==> src/rtl/sync_link_pkg.sv <==
// ============================================================================
//  Module      : sync_link_pkg
//  Description : Shared definitions for the sync-word serial link
//                (transmitter and Mealy sync detector). Holds the frame
//                FSM state encoding, the default sync pattern and the
//                minimum trailing gap length.
//  Revision    : 1.0 - initial release
// ============================================================================
`default_nettype none

package sync_link_pkg;

  // Frame FSM states, shared with the detector side for waveform/debug
  typedef enum logic [2:0] {
    ST_IDLE = 3'd0,
    ST_WAIT = 3'd1,
    ST_SYNC = 3'd2,
    ST_DATA = 3'd3,
    ST_GAP  = 3'd4
  } state_t;

  localparam int         DEFAULT_SYNC_W    = 4;
  localparam logic [3:0] DEFAULT_SYNC_WORD = 4'b1101;

  // Two low bits drain a trailing 11 / 110 out of the far-end detector
  localparam int         MIN_GAP_BITS      = 2;

  function automatic int max3(input int a, input int b, input int c);
    int m;
    m = (a > b) ? a : b;
    return (m > c) ? m : c;
  endfunction

endpackage

`default_nettype wire

==> src/rtl/sync_word_tx_piso_shift.sv <==
// ============================================================================
//  Module      : piso_shift
//  Description : DATA_W-bit parallel-load, shift-left-on-enable register.
//                MSB is presented on o_msb; zeros fill from the LSB end.
//                Load has priority over shift.
//  Ports       : clk, rst (async, active-high)
//                i_load  - capture i_data
//                i_data  - parallel word
//                i_shift - shift left by one
//                o_msb   - current MSB
//  Revision    : 1.0 - initial release
// ============================================================================
`default_nettype none

module piso_shift #(
  parameter int DATA_W = 8
) (
  input  logic              clk,
  input  logic              rst,
  input  logic              i_load,
  input  logic [DATA_W-1:0] i_data,
  input  logic              i_shift,
  output logic              o_msb
);

  logic [DATA_W-1:0] r_sr;

  always_ff @(posedge clk or posedge rst) begin
    if (rst) begin
      r_sr <= '0;
    end else if (i_load) begin
      r_sr <= i_data;
    end else if (i_shift) begin
      r_sr <= r_sr << 1;
    end
  end

  assign o_msb = r_sr[DATA_W-1];

endmodule

`default_nettype wire

==> src/rtl/sync_word_tx.sv <==
// ============================================================================
//  Module      : sync_word_tx
//  Description : Serial frame transmitter. Each frame is the sync word
//                (MSB first), the DATA_W-bit payload (MSB first) and
//                GAP_BITS low bits. Words arrive on a valid/ready
//                handshake; bit_en sets the bit rate.
//  Ports       : clk, rst (async, active-high)
//                bit_en     - one-clk bit-period strobe
//                tx_valid   - tx_data valid
//                tx_data    - payload word
//                tx_ready   - word can be accepted (IDLE only)
//                outp       - registered serial line
//                busy       - frame in progress
//                frame_done - pulse during the clk that ends the last gap bit
//  Revision    : 1.0 - initial release
// ============================================================================
`default_nettype none

module sync_word_tx
  import sync_link_pkg::*;
#(
  parameter int                SYNC_W    = DEFAULT_SYNC_W,
  parameter logic [SYNC_W-1:0] SYNC_WORD = SYNC_W'(DEFAULT_SYNC_WORD),
  parameter int                DATA_W    = 8,
  parameter int                GAP_BITS  = MIN_GAP_BITS
) (
  input  logic              clk,
  input  logic              rst,
  input  logic              bit_en,
  input  logic              tx_valid,
  input  logic [DATA_W-1:0] tx_data,
  output logic              tx_ready,
  output logic              outp,
  output logic              busy,
  output logic              frame_done
);

  localparam int CNT_MAX = max3(SYNC_W, DATA_W, GAP_BITS);
  localparam int CNT_W   = $clog2(CNT_MAX);

  localparam logic [CNT_W-1:0] C_SYNC_LAST = CNT_W'(SYNC_W - 1);
  localparam logic [CNT_W-1:0] C_DATA_LAST = CNT_W'(DATA_W - 1);
  localparam logic [CNT_W-1:0] C_GAP_LAST  = CNT_W'(GAP_BITS - 1);
  localparam logic [CNT_W-1:0] C_CNT_ONE   = CNT_W'(1);

  state_t            r_state;
  state_t            w_state_nxt;
  logic [CNT_W-1:0]  r_cnt;
  logic [CNT_W-1:0]  w_cnt_nxt;
  logic              r_outp;
  logic              w_outp_nxt;
  logic              w_accept;
  logic              w_load;
  logic              w_shift;
  logic              w_msb;
  logic              w_frame_done;
  logic [SYNC_W-1:0] w_sync_sh;

  assign tx_ready   = (r_state == ST_IDLE);
  assign busy       = (r_state != ST_IDLE);
  assign outp       = r_outp;
  assign frame_done = w_frame_done;
  assign w_accept   = tx_valid && tx_ready;

  // r_cnt bits of the sync word have been sent (plus the one on the line),
  // so the next sync bit is the MSB after shifting out r_cnt+1 bits.
  assign w_sync_sh  = SYNC_WORD << (r_cnt + C_CNT_ONE);

  piso_shift #(
    .DATA_W (DATA_W)
  ) u_piso (
    .clk     (clk),
    .rst     (rst),
    .i_load  (w_load),
    .i_data  (tx_data),
    .i_shift (w_shift),
    .o_msb   (w_msb)
  );

  always_ff @(posedge clk or posedge rst) begin
    if (rst) begin
      r_state <= ST_IDLE;
      r_cnt   <= '0;
      r_outp  <= 1'b0;
    end else begin
      r_state <= w_state_nxt;
      r_cnt   <= w_cnt_nxt;
      r_outp  <= w_outp_nxt;
    end
  end

  always_comb begin
    w_state_nxt  = r_state;
    w_cnt_nxt    = r_cnt;
    w_outp_nxt   = r_outp;
    w_load       = 1'b0;
    w_shift      = 1'b0;
    w_frame_done = 1'b0;

    case (r_state)
      ST_IDLE: begin
        // bit_en is ignored here: a strobe coinciding with accept only accepts
        w_outp_nxt = 1'b0;
        if (w_accept) begin
          w_load      = 1'b1;
          w_cnt_nxt   = '0;
          w_state_nxt = ST_WAIT;
        end
      end

      ST_WAIT: begin
        w_outp_nxt = 1'b0;
        if (bit_en) begin
          w_outp_nxt  = SYNC_WORD[SYNC_W-1];
          w_cnt_nxt   = '0;
          w_state_nxt = ST_SYNC;
        end
      end

      ST_SYNC: begin
        if (bit_en) begin
          if (r_cnt == C_SYNC_LAST) begin
            // Put payload MSB on the line and pre-shift so o_msb is the next bit
            w_outp_nxt  = w_msb;
            w_shift     = 1'b1;
            w_cnt_nxt   = '0;
            w_state_nxt = ST_DATA;
          end else begin
            w_outp_nxt = w_sync_sh[SYNC_W-1];
            w_cnt_nxt  = r_cnt + C_CNT_ONE;
          end
        end
      end

      ST_DATA: begin
        if (bit_en) begin
          if (r_cnt == C_DATA_LAST) begin
            w_outp_nxt  = 1'b0;
            w_cnt_nxt   = '0;
            w_state_nxt = ST_GAP;
          end else begin
            w_outp_nxt = w_msb;
            w_shift    = 1'b1;
            w_cnt_nxt  = r_cnt + C_CNT_ONE;
          end
        end
      end

      ST_GAP: begin
        w_outp_nxt = 1'b0;
        if (bit_en) begin
          if (r_cnt == C_GAP_LAST) begin
            w_frame_done = 1'b1;
            w_cnt_nxt    = '0;
            w_state_nxt  = ST_IDLE;
          end else begin
            w_cnt_nxt = r_cnt + C_CNT_ONE;
          end
        end
      end

      default: begin
        w_outp_nxt  = 1'b0;
        w_cnt_nxt   = '0;
        w_state_nxt = ST_IDLE;
      end
    endcase
  end

endmodule

`default_nettype wire

==> config.mk <==
export PLATFORM = sky130hd
export DESIGN_NAME = sync_word_tx
export DESIGN_NICKNAME = d
export VERILOG_FILES = /design/src/rtl/sync_link_pkg.sv /design/src/rtl/sync_word_tx_piso_shift.sv /design/src/rtl/sync_word_tx.sv
export SDC_FILE = /design/constraint.sdc
export NUM_CORES = 1
export LEC_CHECK = 0
export CAP_MARGIN = 20
export CORE_MARGIN = 4
export CORE_UTILIZATION = 36
export CTS_BUF_LIST = sky130_fd_sc_hd__clkbuf_4 sky130_fd_sc_hd__clkbuf_8 sky130_fd_sc_hd__clkbuf_16
export DETAILED_ROUTE_END_ITERATION = 16
export GPL_ROUTABILITY_DRIVEN = 0
export PLACE_DENSITY = 0.64
export REMOVE_ABC_BUFFERS = 1
export SLEW_MARGIN = 40
export SYNTH_ARGS = -nofsm -noshare
export SYNTH_HDL_FRONTEND = slang
export SYNTH_SLANG_ARGS = --single-unit
==> constraint.sdc <==
create_clock -name clk -period 2.3 [get_ports clk]
set_clock_uncertainty 0.15 [all_clocks]
set_input_delay 0.575 -clock clk [delete_from_list [all_inputs] [get_ports clk]]
set_output_delay 0.575 -clock clk [all_outputs]
set_load 0.02 [all_outputs]
# --- Word level (Yosys, flattened, before mapping) ---
# Cells that the tools add are included.
word_totals:
  output_inout_bits: 4
  in_bits: 12
  wordCells: 64
  register_bits: 15
classes:
  mux: 36
  shift: 1
  n_reduce_logical: 7
  add_sub_neg: 1
  eq_ne: 15
ops:
  columns: ["operator", "n"]
  rows:
  - ["$mux W3", 16]
  - ["$pmux W3 S5", 2]
  - ["$mux W8", 2]
  - ["$mux W1", 14]
  - ["$ne A2 B2 Y1 const B", 7]
  - ["$eq A3 B2 Y1 const B", 3]
  - ["$reduce_and A8 Y1", 1]
  - ["$eq A3 B1 Y1 const B", 2]
  - ["$eq A3 B3 Y1 const B", 2]
  - ["$reduce_and A5 Y1", 1]
  - ["$shl A4 B3 Y4 const A", 1]
  - ["$add A3 B1 Y3 const B", 1]
  - ["$logic_not A3 Y1", 1]
  - ["$pmux W1 S3", 1]
  - ["$reduce_bool A3 Y1", 1]
  - ["$ne A2 B1 Y1 const B", 1]
  - ["$pmux W1 S2", 1]
  - ["$reduce_and A2 Y1", 1]
  - ["$reduce_bool A2 Y1", 1]
  - ["$logic_and A1 B1 Y1", 1]

# --- Longest topological paths before layout ---
# Gate-level depths: netlist of the first run.
logic_depth:
  ltp_word: 6
  ltp_mapped: 7
  depth_no_buf: 7

# --- Modules after synthesis ---
# From an unflattened synthesis of the first run, not the netlist that was laid out.
hier_totals:
  cells_unflattened: 103
  hier_area_um2: 958.4
by_module_without_submodules:
  columns: ["module", "n_inst", "area_per_inst_um2", "cells_per_inst", "seq_area_each_um2"]
  rows:
  - ["sync_word_tx", 1, 585.6, 68, 175.2]
  - ["piso_shift", 1, 372.9, 35, 200.2]

# --- Least setup slack after synthesis of the first run ---
# No wires, ideal clock.
synth_path:
  path_kind: "register to output"
  from: "register r_cnt[1]"
  to: "output port frame_done"
  arrival_time_ps: 1128
  stages_incl_launch_ff: 6
  required_ps: 1575
  setup_slack_ps: 447
  n_path_buf: 0
  cell_sequence: "dfrtp_1 -> inv_1 -> ha_1 -> nor2b_1 -> and2_1 -> and2_1"
synth_between:
  elab_chain_cells: 4
synth_rtl:
  columns: ["element", "line", "text"]
  rows:
  - ["start, declared", "sync_word_tx.sv:48", "logic [CNT_W-1:0] r_cnt;"]
  - ["start signal, assigned", "sync_word_tx.sv:87", "r_cnt <= w_cnt_nxt;"]
  - ["$eq A3 B1 Y1", "sync_word_tx.sv:152", "if (r_cnt == C_GAP_LAST) begin"]
  - ["$mux W1", "sync_word_tx.sv:152", null]
  - ["$mux W1", "sync_word_tx.sv:151", "if (bit_en) begin"]
  - ["$mux W1", "sync_word_tx.sv:100", "case (r_state)"]
  - ["end, declared", "sync_word_tx.sv:35", "output logic frame_done"]
# Every way passes these cells.

# --- Worst setup path in the final report of the first run ---
layout_path:
  from: "register r_cnt[0]"
  to: "output port frame_done"
# The elaborated chain is that of the path after synthesis.

==> impl_metrics.yaml, run 1 <==
routing:
  ant_nets: 0
  drc: 0
  drt_first_pass_iters: 4
  dr_total_vias: 843
  vias_per_cell: 5.20
  wl_per_cell_um: 12.6
  wl_mm: 2.04
  drt_iter0_drc: 26
clocking:
  path_clk_slew_ns: 0.10
  numCtsBuffers: 3
  clock_sinks: 15
  root_buffer: "clkbuf_4"
  clock_latency_ns: 0.29
  cts-htree-levels: 1
  cts_hold_buf: 0
  cts.path.max_buffers: 2
  cts_tree: "built"
power_and_ir_drop:
  p_total_mw: 1.24
  p_leak_nw: 0.564
  cellPowerDensity_nw_per_um2: 986
  vdd_drop_max_mv: 0.645
critical_path:
  criticalPathCategory: "register to primary output"
  crit_arrival_ns: 1.48
  regToRegSetupSlack_ns: 0.34
  crit_path_end_kind: "primary output"
  required_ns: 1.57
  rr_worst_depth: 9
  start_kind: "register"
  path_max_fanout: 2
  r2r_end: "outp"
  worstReg2RegStart: "r_cnt[1]"
floorplanning:
  io_pins: 16
  die_h_um: 61.4
  fp.dieW_um: 61.4
  die_area_um2: 3770
  placementRows: 19
  core_um2: 2730
  initial_core_util_pct: 37.5
logic_synthesis:
  synth_cell_types: 34
  syn_inst: 106
  synth_edf_count: 0
  synth_seq_area_share_pct: 36.6
  syn_avg_cell_area_um2: 9.68
  yosys_most_used_dff: "dfrtp_1"
  synth_seq_cells: 15
  yosys.area_share.xor_xnor_pct: 0
  yosys_warnings: 0
  async_flop_share_pct: 100
  synth-adder-area-share_pct: 6.10
  synth_top_family_by_area: "compound AO/OA/AOI/OAI gates"
  netlist_area_um2: 1030
  synth_simple_gate_area_share_pct: 18.3
  synth_compound_area_share_pct: 18.3
  synth_mux_area_share_pct: 10.4
global_route:
  grt_pass1_vias: 831
  grt_util_all_layers_pct: 11.9
  grt_pass1_wl_mm: 3.44
  grt_max_degree: 17
  grt_overflow: 0
  antenna_found_initial: 0
timing:
  rsz0062_at_grt: "false"
  slew_viol_final: 0
  tightest_slew_ns: 0.607
  layout_min_cycle_time_ns: 2.21
  slew_headroom_pct: 59.5
  hold_violations: 0
  fin_hold_ws_ns: 0.395
  clock.fmax_mhz: 453
  setup_viol: 0
  min_period_over_period_pct: 96.0
run:
  maxCapViolCount: 0
place:
  hpwl_mm: 1.54
  placed_cells: 157
  dpl_cell_area_um2: 1230
  portBuffers: 15
cells_and_area:
  antenna_cells: 0
  nets: 149
  drive_gt1_share_pct: 19.8
  area_delta_synth_final_pct: 22.9
  fin_util_pct: 46.1
  final_common_cell: "nand2_1"
  final_cell_mix: "nand2_1, dfrtp_1, buf_4, clkdlybuf4s50_1, o21ai_1"
  post-route-cell-area_um2: 1260
  final_cell_count_no_fill: 162
hold_path:
  min_path_cells: 2
  hold_path.class: "register to register"
  min_from: "u_piso.r_sr[0]"
  holdPathEnd: "u_piso.r_sr[0]"
run_status:
  status: "finished, final reports clean"
==> logic make-up after synthesis <==
kind of cell,after synthesis
muxes,10
buffers and inverters,14
DFF,15
AOI/OAI and AO/OA,27
and+or+nand+nor,35
adders and majority gates,5
==> sequential cells by signal (all words and copies together) (netlist names) <==
| register | count |
|---|---|
| u_piso.r_sr | 8 |
| outp | 1 |
| r_cnt | 3 |
| r_state | 3 |
==> per-stage QoR <==
stage / setup WS, ns / TNS, ns
after global routing: 0.00157 / 0
after detailed placement: -0.341 / -0.341
after CTS: 0.0850 / 0
after global placement: -0.311 / -0.311
final: 0.0912 / 0
after floorplan: 0.324 / 0
==> routing by layer <==
metal / track usage (%) / routed length, µm
met5: 0 / 0
met4: 1.52 / 0
met3: 4.61 / 94
met2: 19.9 / 1000
met1: 15.1 / 946
==> worst max-delay path by stage <==
stage | from | slack [ns] | end | cells after the start
after floorplan | r_state[1] | 0.32 | u_piso.r_sr[1] | 4
after global placement | bit_en | -0.31 | frame_done | 4
after detailed placement | bit_en | -0.34 | frame_done | 4
after CTS | r_cnt[1] | 0.09 | frame_done | 6
after global routing | r_cnt[1] | 0.002 | frame_done | 6
final | r_cnt[0] | 0.09 | frame_done | 5
==> where the power goes <==
part           total, mW  internal, mW  switching [mW]
Clock              0.158        0.0647          0.0931
Sequential         0.415         0.355          0.0604
Combinational      0.670         0.350           0.320
Total               1.24         0.770           0.473
==> critical path, cell delays in order (launching register included) <==
cell     delay (ns)
dfrtp_1        0.39
ha_1           0.20
nor2b_2        0.15
and2_1         0.15
and2_1         0.15
buf_4          0.15
==> timing repair <==
action                     in CTS  in global routing
gates resized for setup         6                  2
setup endpoints to repair       3                  1
setup buffers                   0                  1
==> synth_stat cells, types with 2 or more instances <==
library cell | instances | share of area, %
and2_1 | 3 | 1.8
buf_6 | 5 | 5.5
o32ai_1 | 2 | 1.7
ha_1 | 5 | 6.1
dfrtp_1 | 15 | 37
o31ai_1 | 2 | 1.5
inv_1 | 6 | 2.2
nand2b_1 | 4 | 2.4
nor2b_1 | 3 | 1.8
nand3_1 | 2 | 0.98
nor2_1 | 3 | 1.1
nand2_1 | 16 | 5.9
mux2i_1 | 8 | 7.8
o21ai_1 | 10 | 4.9
a21oi_1 | 3 | 1.5
==> cell type report <==
cell class | count | area [µm²]
clock buffer | 3 | 22.5
clock inverter | 1 | 5.00
fill | 269 | 1470
inverter | 6 | 22.5
multi-input combinational | 77 | 547
sequential | 15 | 375
tap | 31 | 38.8
timing repair buffer | 29 | 250
(Power assumes the default switching activity.)
==> inputs of run 2 (changes only) <==
--- a/config.mk
+++ b/config.mk
@@ -11,7 +11,7 @@
 export CTS_BUF_LIST = sky130_fd_sc_hd__clkbuf_4 sky130_fd_sc_hd__clkbuf_8 sky130_fd_sc_hd__clkbuf_16
 export DETAILED_ROUTE_END_ITERATION = 16
 export GPL_ROUTABILITY_DRIVEN = 0
-export PLACE_DENSITY = 0.64
+export PLACE_DENSITY = 0.61
 export REMOVE_ABC_BUFFERS = 1
 export SLEW_MARGIN = 40
 export SYNTH_ARGS = -nofsm -noshare
==> run 2 against run 1 <==
  * Total power is 0.26% higher
  * Fmax rose by 1.5%
  * Clock-buffer cell count stayed put
  * Cell count decreased by 0.62%
  * Flip-flop and latch count stayed put
  * Clock power is 4% lower
  * Sequential share of layout area stayed put
  * Cell area did not move
  * Hold slack gained 0.0084 ns
  * Die area did not move
  * Wire length up 0.64%
  * Sequential power increased by 1%
  * Critical endpoint is now busy
  * Highest routed layer is now met4
==> impl_metrics.yaml, run 2 (synthesis gave the netlist of run 1 again) <==
timing:
  rsz0062_at_grt: "false"
  clock.fmax_mhz: 459
  tightest_slew_ns: 0.605
  layout_min_cycle_time_ns: 2.18
  min_period_over_period_pct: 94.6
  slew_viol_final: 0
  slew_headroom_pct: 59.6
  setup_viol: 0
  hold_violations: 0
  fin_hold_ws_ns: 0.403
floorplanning:
  fp.dieW_um: 61.4
  core_um2: 2730
  placementRows: 19
  io_pins: 16
  die_area_um2: 3770
  initial_core_util_pct: 37.5
  die_h_um: 61.4
routing:
  drc: 0
  wl_mm: 2.06
  drt_first_pass_iters: 4
  dr_total_vias: 795
  ant_nets: 0
  vias_per_cell: 4.94
  drt_iter0_drc: 21
  wl_per_cell_um: 12.8
global_route:
  grt_util_all_layers_pct: 11.8
  grt_max_degree: 17
  grt_pass1_wl_mm: 3.36
  grt_pass1_vias: 795
  antenna_found_initial: 0
  grt_overflow: 0
place:
  portBuffers: 15
  hpwl_mm: 1.52
  dpl_cell_area_um2: 1230
  placed_cells: 157
power_and_ir_drop:
  cellPowerDensity_nw_per_um2: 988
  p_leak_nw: 0.564
  p_switching_mw: 0.475
  p_clk_share_pct: 12.2
  p_sw_share_pct: 38.1
  internal-power_mw: 0.771
  comb_power_share_pct: 54.1
  vdd_drop_max_mv: 0.665
  p_total_mw: 1.25
  seqPwrFrac_pct: 33.8
cells_and_area:
  final_common_cell: "nand2_1"
  area_delta_synth_final_pct: 22.9
  antenna_cells: 0
  nFillCells: 269
  final_cell_mix: "nand2_1, dfrtp_1, buf_4, clkdlybuf4s50_1, o21ai_1"
  seqCellArea_um2: 375
  reg.largest.list: "u_piso.r_sr x8, r_cnt x3, r_state x3"
  post-route-cell-area_um2: 1260
  drive_gt1_share_pct: 20.0
  largest_register: "u_piso.r_sr"
  final_cell_count_no_fill: 161
  multi_input_area_um2: 554
  fin_util_pct: 46.1
  nets: 148
  largest_register_ffs: 8
critical_path:
  crit_slowest_cell: "dfrtp_1"
  criticalPathCategory: "register to primary output"
  required_ns: 1.57
  crit_arrival_ns: 1.45
  critPathMaxStageDelay_ns: 0.42
  path_max_fanout: 8
  crit_family: "buffers and inverters"
  crit_chain: "buf_4 -> nor3_4 -> inv_1 -> dlygate4sd2_1"
  crit_path_end_kind: "primary output"
  start_kind: "register"
  cp_num_buf_inv: 3
clocking:
  cts_setup_buffers: 0
  clock_sinks: 15
  root_buffer: "clkbuf_4"
  cts-htree-levels: 1
  cts_hold_buf: 0
  path_clk_slew_ns: 0.10
  numCtsBuffers: 3
  clock_latency_ns: 0.28
  cts_tree: "built"
  cts.path.max_buffers: 2
run:
  maxCapViolCount: 0
run_status:
  status: "finished, final reports clean"
hold_path:
  hold_path.class: "register to register"
run 2: cell count changes in the layout (fill, tap and decap cells not counted), sizes merged:
cell / change
buf: -1
run 2: final timing paths:
check                                     from  slack, ns  cells after the start             end
worst max register to register        r_cnt[0]       0.42                      8            outp
max in group asynchronous                  rst       1.10                      2  u_piso.r_sr[6]
min in group asynchronous                  rst       0.50                      2      r_state[0]
worst min-delay path            u_piso.r_sr[0]       0.40                      2  u_piso.r_sr[0]
worst max-delay path                r_state[0]       0.12                      4            busy
worst min register to register  u_piso.r_sr[0]       0.40                      2  u_piso.r_sr[0]
run 2: stage by stage:
stage	TNS [ns]	worst slack [ns]
after CTS	0	0.0672
after floorplan	0	0.324
after global routing	0	0.00998
after detailed placement	-0.319	-0.319
after global placement	-0.315	-0.315
final	0	0.123
run 2: layer usage:
layer	track usage (%)	vias to the layer above	wire length (µm)
met4	0.909	0	8
li1	-	414	-
met2	19.0	16	989
met3	4.40	2	67
met1	15.8	363	991
met5	0	-	0
run 2: worst register-to-register path: cells and delay by family, from the launching register on:
kind,cells,cell delay [ns]
flops,1,0.40
fa+ha+maj,2,0.46
simple gates,2,0.22
mux,1,0.26
compound gates,1,0.06
buf+inv,2,0.22
run 2: repair_timing:
| item | in CTS | in global routing |
|---|---|---|
| hold endpoints to repair | 0 | 0 |
| endpoints found under the setup margin | 3 | 1 |
| gates resized for setup | 7 | 3 |
run 2: final cells by class:
cell class                 instances  area share (%)
inverter                           6            1.79
clock buffer                       3            1.79
multi-input combinational         77            43.9
sequential                        15            29.8
clock inverter                     1           0.397
tap                               31            3.08
timing repair buffer              28            19.2
run 2: power groups by stage:
stage               registers, mW  clock network (mW)  logic (mW)
detailed placement          0.423                   0       0.659
finish                      0.421               0.152       0.674
global placement            0.417                   0       0.651
floorplan                   0.460                   0       0.373
global route                0.435               0.172       0.750
CTS                         0.418               0.160       0.665
==> inputs of run 3 (changes only) <==
--- a/config.mk
+++ b/config.mk
@@ -7,11 +7,11 @@
 export LEC_CHECK = 0
 export CAP_MARGIN = 20
 export CORE_MARGIN = 4
-export CORE_UTILIZATION = 36
+export CORE_UTILIZATION = 52
 export CTS_BUF_LIST = sky130_fd_sc_hd__clkbuf_4 sky130_fd_sc_hd__clkbuf_8 sky130_fd_sc_hd__clkbuf_16
 export DETAILED_ROUTE_END_ITERATION = 16
 export GPL_ROUTABILITY_DRIVEN = 0
-export PLACE_DENSITY = 0.61
+export PLACE_DENSITY = 0.82
 export REMOVE_ABC_BUFFERS = 1
 export SLEW_MARGIN = 40
 export SYNTH_ARGS = -nofsm -noshare
==> run 3 against run 2 <==
  * Flip-flop and latch count did not move
  * Hold slack got worse by 0.0037 ns
  * Cell area fell by 0.20%
==> impl_metrics.yaml, run 3 (synthesis gave the netlist of run 1 again) <==
clocking:
  cts-htree-levels: 1
  cts_tree: "built"
  numCtsBuffers: 3
  clock_sinks: 15
  clock_latency_ns: 0.28
  path_clk_slew_ns: 0.09
  cts_setup_buffers: 0
  cts.path.max_buffers: 2
  root_buffer: "clkbuf_4"
power_and_ir_drop:
  p_leak_nw: 0.564
  vdd_drop_max_mv: 0.797
  cellPowerDensity_nw_per_um2: 1000
cells_and_area:
  fin_util_pct: 69.9
  antenna_cells: 0
  nFillCells: 155
  multi_input_area_um2: 547
  largest_register: "u_piso.r_sr"
  area_delta_synth_final_pct: 22.7
  final_cell_mix: "nand2_1, dfrtp_1, clkdlybuf4s50_1, buf_4, o21ai_1"
  largest_register_ffs: 8
  final_common_cell: "nand2_1"
  nets: 148
  drive_gt1_share_pct: 19.2
  seqCellArea_um2: 375
  reg.largest.list: "u_piso.r_sr x8, r_cnt x3, r_state x3"
floorplanning:
  die_h_um: 52.4
  fp.dieW_um: 52.4
  initial_core_util_pct: 56.9
  io_pins: 16
  placementRows: 15
  die_area_um2: 2750
  core_um2: 1800
hold_path:
  hold_path.class: "register to register"
  min_path_cells: 2
  holdPathEnd: "u_piso.r_sr[0]"
  min_from: "u_piso.r_sr[0]"
timing:
  slew_headroom_pct: 62.1
  min_period_over_period_pct: 94.8
  hold_violations: 0
  fin_hold_ws_ns: 0.399
  layout_min_cycle_time_ns: 2.18
  clock.fmax_mhz: 459
  layout_setup_ws_ns: 0.121
  slew_viol_final: 0
  rsz0062_at_grt: "false"
  setup_viol: 0
  tightest_slew_ns: 0.568
routing:
  drc: 0
  vias_per_cell: 5.30
  drt_first_pass_iters: 4
  wl_per_cell_um: 12.3
  wl_mm: 1.91
  dr_total_vias: 821
  ant_nets: 0
  drt_iter0_drc: 13
global_route:
  grt_pass1_wl_mm: 3.48
  grt_util_all_layers_pct: 16.7
  grt_max_degree: 17
  grt_overflow: 0
  antenna_found_initial: 0
  grt_pass1_vias: 823
run:
  maxCapViolCount: 0
run_status:
  status: "finished, final reports clean"
critical_path:
  worstReg2RegStart: "r_cnt[0]"
  rr_worst_depth: 8
  crit_arrival_ns: 1.45
  required_ns: 1.57
  criticalPathCategory: "register to primary output"
  path_max_fanout: 8
  crit_start: "r_state[0]"
  start_kind: "register"
  regToRegSetupSlack_ns: 0.46
  r2r_end: "outp"
  crit_path_end_kind: "primary output"
place:
  pre_cts_ws_ns: -0.322
  portBuffers: 15
  hpwl_mm: 1.49
## run 3: cell count changes in the layout (fill, tap and decap cells not counted)
cell,previous run,this run
buf_12,0,1
buf_4,14,12
nor2b_4,1,0
and2_4,1,0
buf_2,0,1
clkinv_2,1,0
and2_1,2,3
clkbuf_4,3,4
nor2b_2,0,1
## run 3: critical path, cell delays in order (launching register included)
cell           delay [ns]
dfrtp_1              0.42
buf_4                0.18
nor3_4               0.20
inv_1                0.05
dlygate4sd2_1        0.32
## run 3: final cells by class
| cell class | count | share of cell area (%) |
|---|---|---|
| multi-input combinational | 77 | 43.4 |
| sequential | 15 | 29.8 |
| timing repair buffer | 28 | 20.1 |
| tap | 25 | 2.49 |
| clock buffer | 4 | 2.39 |
| inverter | 6 | 1.79 |
## run 3: stage by stage
step | cell area [µm²] | instances | setup TNS (ns) | power [mW]
floorplan | 942 | 98 | 0 | 0.833
global placement | 1230 | 151 | -0.308 | 1.08
detailed placement | 1230 | 151 | -0.322 | 1.10
CTS | 1260 | 155 | 0 | 1.27
global route | 1260 | 155 | 0 | 1.37
finish | 1260 | 155 | 0 | 1.26
## run 3: worst max path at each step
stage / end / slack [ns] / cells after the start
after global routing: frame_done / 0.02 / 6
final: busy / 0.12 / 4
after global placement: frame_done / -0.31 / 4
after detailed placement: frame_done / -0.32 / 4
after floorplan: u_piso.r_sr[1] / 0.32 / 4
after CTS: frame_done / 0.008 / 6
## run 3: routing by layer
layer	routed length, µm	GRT usage [%]	vias up
met5	0	0	-
met4	13	6.38	0
met3	78	4.27	2
met2	935	28.3	13
met1	884	20.0	388
li1	-	-	418
## run 3: repair_timing
item | CTS | global route
setup endpoints to repair | 3 | 1
gates resized for setup | 5 | 2
pin swaps | 0 | 0
hold buffers | 0 | 0
## run 3: power by group
part           internal (mW)  switching, mW
sequential             0.355         0.0622
clock                 0.0790         0.0825
combinational          0.358          0.322
==> edit: new RTL, settings of run 3 <==
Compare `r_cnt` against `C_SYNC_LAST` with >= in place of ==.
--- a/src/rtl/sync_word_tx.sv
+++ b/src/rtl/sync_word_tx.sv
@@ -119,7 +119,7 @@
 
       ST_SYNC: begin
         if (bit_en) begin
-          if (r_cnt == C_SYNC_LAST) begin
+          if (r_cnt >= C_SYNC_LAST) begin
             // Put payload MSB on the line and pre-shift so o_msb is the next bit
             w_outp_nxt  = w_msb;
             w_shift     = 1'b1;
Formal check against the unedited RTL: same outputs for any inputs over 10 cycles, from zero or initial values and one cycle with rst high; that may be too few to reach the edited logic, so the function may still have changed.
==> edit against run 3 <==
Total power is 0.41% higher. Sequential power is 2% higher. Register-to-register slack worse by 0.38 ns. Fmax decreased by 1.8%. Sequential cell count unchanged. Routed wire length up 7.2%. Critical endpoint is now u_piso.r_sr[1]$_DFFE_PP0P_. Cell area fell by 7.1%. Worst setup slack worse by 0.040 ns. Area after synthesis decreased by 6.7%. First-iteration DRC count unchanged. Largest power group unchanged. Global-route usage grew 1.1 points. Highest routed layer unchanged. Die area decreased by 5.7%.
==> edit: results (changes against run 3) <==
Status - finished, final reports clean
Seq/Total Area, Yosys - 0.392 (+0.0263)
Adder-cell share of the synthesized area - 0.0523 (-0.00869)
Data buffer area share - 0.184 (-0.0168)
Post-synth ARST share - 1.00 (unchanged)
CTS H-Tree Depth - 1 (unchanged)
All-Layer GR Usage - 0.178 (+0.0110)
Dominant synthesized flop cell - dfrtp_1
Place WS - -0.274 ns (+0.0484 ns)
Hpwl dp - 1530 um (+2.3%)
Layout clock area frac - 0.0235 (-0.000327)
Signal buffers - 23 (-18%)
Sequential fraction of design power - 0.335 (+0.003)
Clock latency on the worst-skew pair - 0.28 ns (about the same)
Register Area - 377 um2 (+0.33%)
Vias in the first global route - 774 (-6.0%)
Min-Delay Path Class - reg -> reg
CP peak stage delay - 0.46 ns (+0.04 ns)
Maximum vdd drop - 626 uV (-21%)
Instance count of the mapped netlist - 89 (-16%)
Total placed instance area - 1150 um2 (-6.9%)
Critical path's top delay family - compound AO/OA/AOI/OAI gates
Worst Hold Launch - u_piso.r_sr[5]$_DFFE_PP0P_
Drt wl/cell - 15.4 um (+25%)
Sw power - 0.496 mW (+6.2%)
CLK BUF - 3 (-1)
Proportion of layout cells with a drive suffix above 1 - 0.194 (+0.00214)
Synth cell count leaders - 15 x dfrtp_1, 6 x a221o_1, 6 x inv_1, 5 x nor3b_1
Multi-input combinational area share - 0.425 (-0.00979)
Post-synthesis mux area share - 0.0536 (-0.0501)
Layout area overhead - 22.2%
First-pass GRT wire length - 3440 um (-0.98%)
Multi-input logic area - 497 um2 (-9.2%)
Critical Path Fanout Max - 14 (+6)
Comb. pwr - 0.684 mW (+0.6%)
Max_slew headroom - 0.610 (-0.0103)
Post-synthesis compound-gate area fraction - 0.209 (+0.0262)
# port buffers - 15 (unchanged)
Gate power share - 0.541 (about the same)
Vias per inst - 5.77 (+8.9%)
Placed Cells - 129 (-15%)
Fill count - 141 (-9.0%)
Data arrival, critical path - 2.24 ns (+0.79 ns)
#MultiIn Comb - 60 (-22%)
Leak Pwr - 0.507 nW (-10%)
Distinct cells, synth - 36 (+5.9%)
Critical Path Source - r_cnt[0]$_DFFE_PP0P_
Post-Route WL - 2050 um (+7.2%)
Leading post-synthesis cells by cell area - dfrtp_1 39%, a221o_1 6.3%, ha_1 5.2%, mux2i_1 4.2%, nor3b_1 3.9%
Slowest cell on crit path - dfrtp_2
## edit: metal layers
| metal | wire [um] | global-route usage | vias up |
|---|---|---|---|
| met5 | 0 | 0 | - |
| met4 | 35 | 0.0762 | 0 |
| met3 | 64 | 0.0466 | 4 |
| met2 | 1040 | 0.303 | 12 |
| met1 | 907 | 0.210 | 377 |
| li1 | - | - | 374 |
## edit: worst paths after layout
path | slack [ns] | cells after the start | endpoint
max | 0.08 | 6 | u_piso.r_sr[1]$_DFFE_PP0P_
min | 0.36 | 1 | u_piso.r_sr[6]$_DFFE_PP0P_
max reg2reg | 0.08 | 6 | u_piso.r_sr[1]$_DFFE_PP0P_
min reg2reg | 0.36 | 1 | u_piso.r_sr[6]$_DFFE_PP0P_
max in group asynchronous | 1.07 | 2 | r_cnt[0]$_DFFE_PP0P_
min in group asynchronous | 0.52 | 2 | outp$_DFFE_PP0P_
## edit: timing repair
item	4_1_cts	5_1_grt
pin swaps	0	0
gates resized for setup	4	2
setup endpoints to repair	3	3
hold buffers	0	0
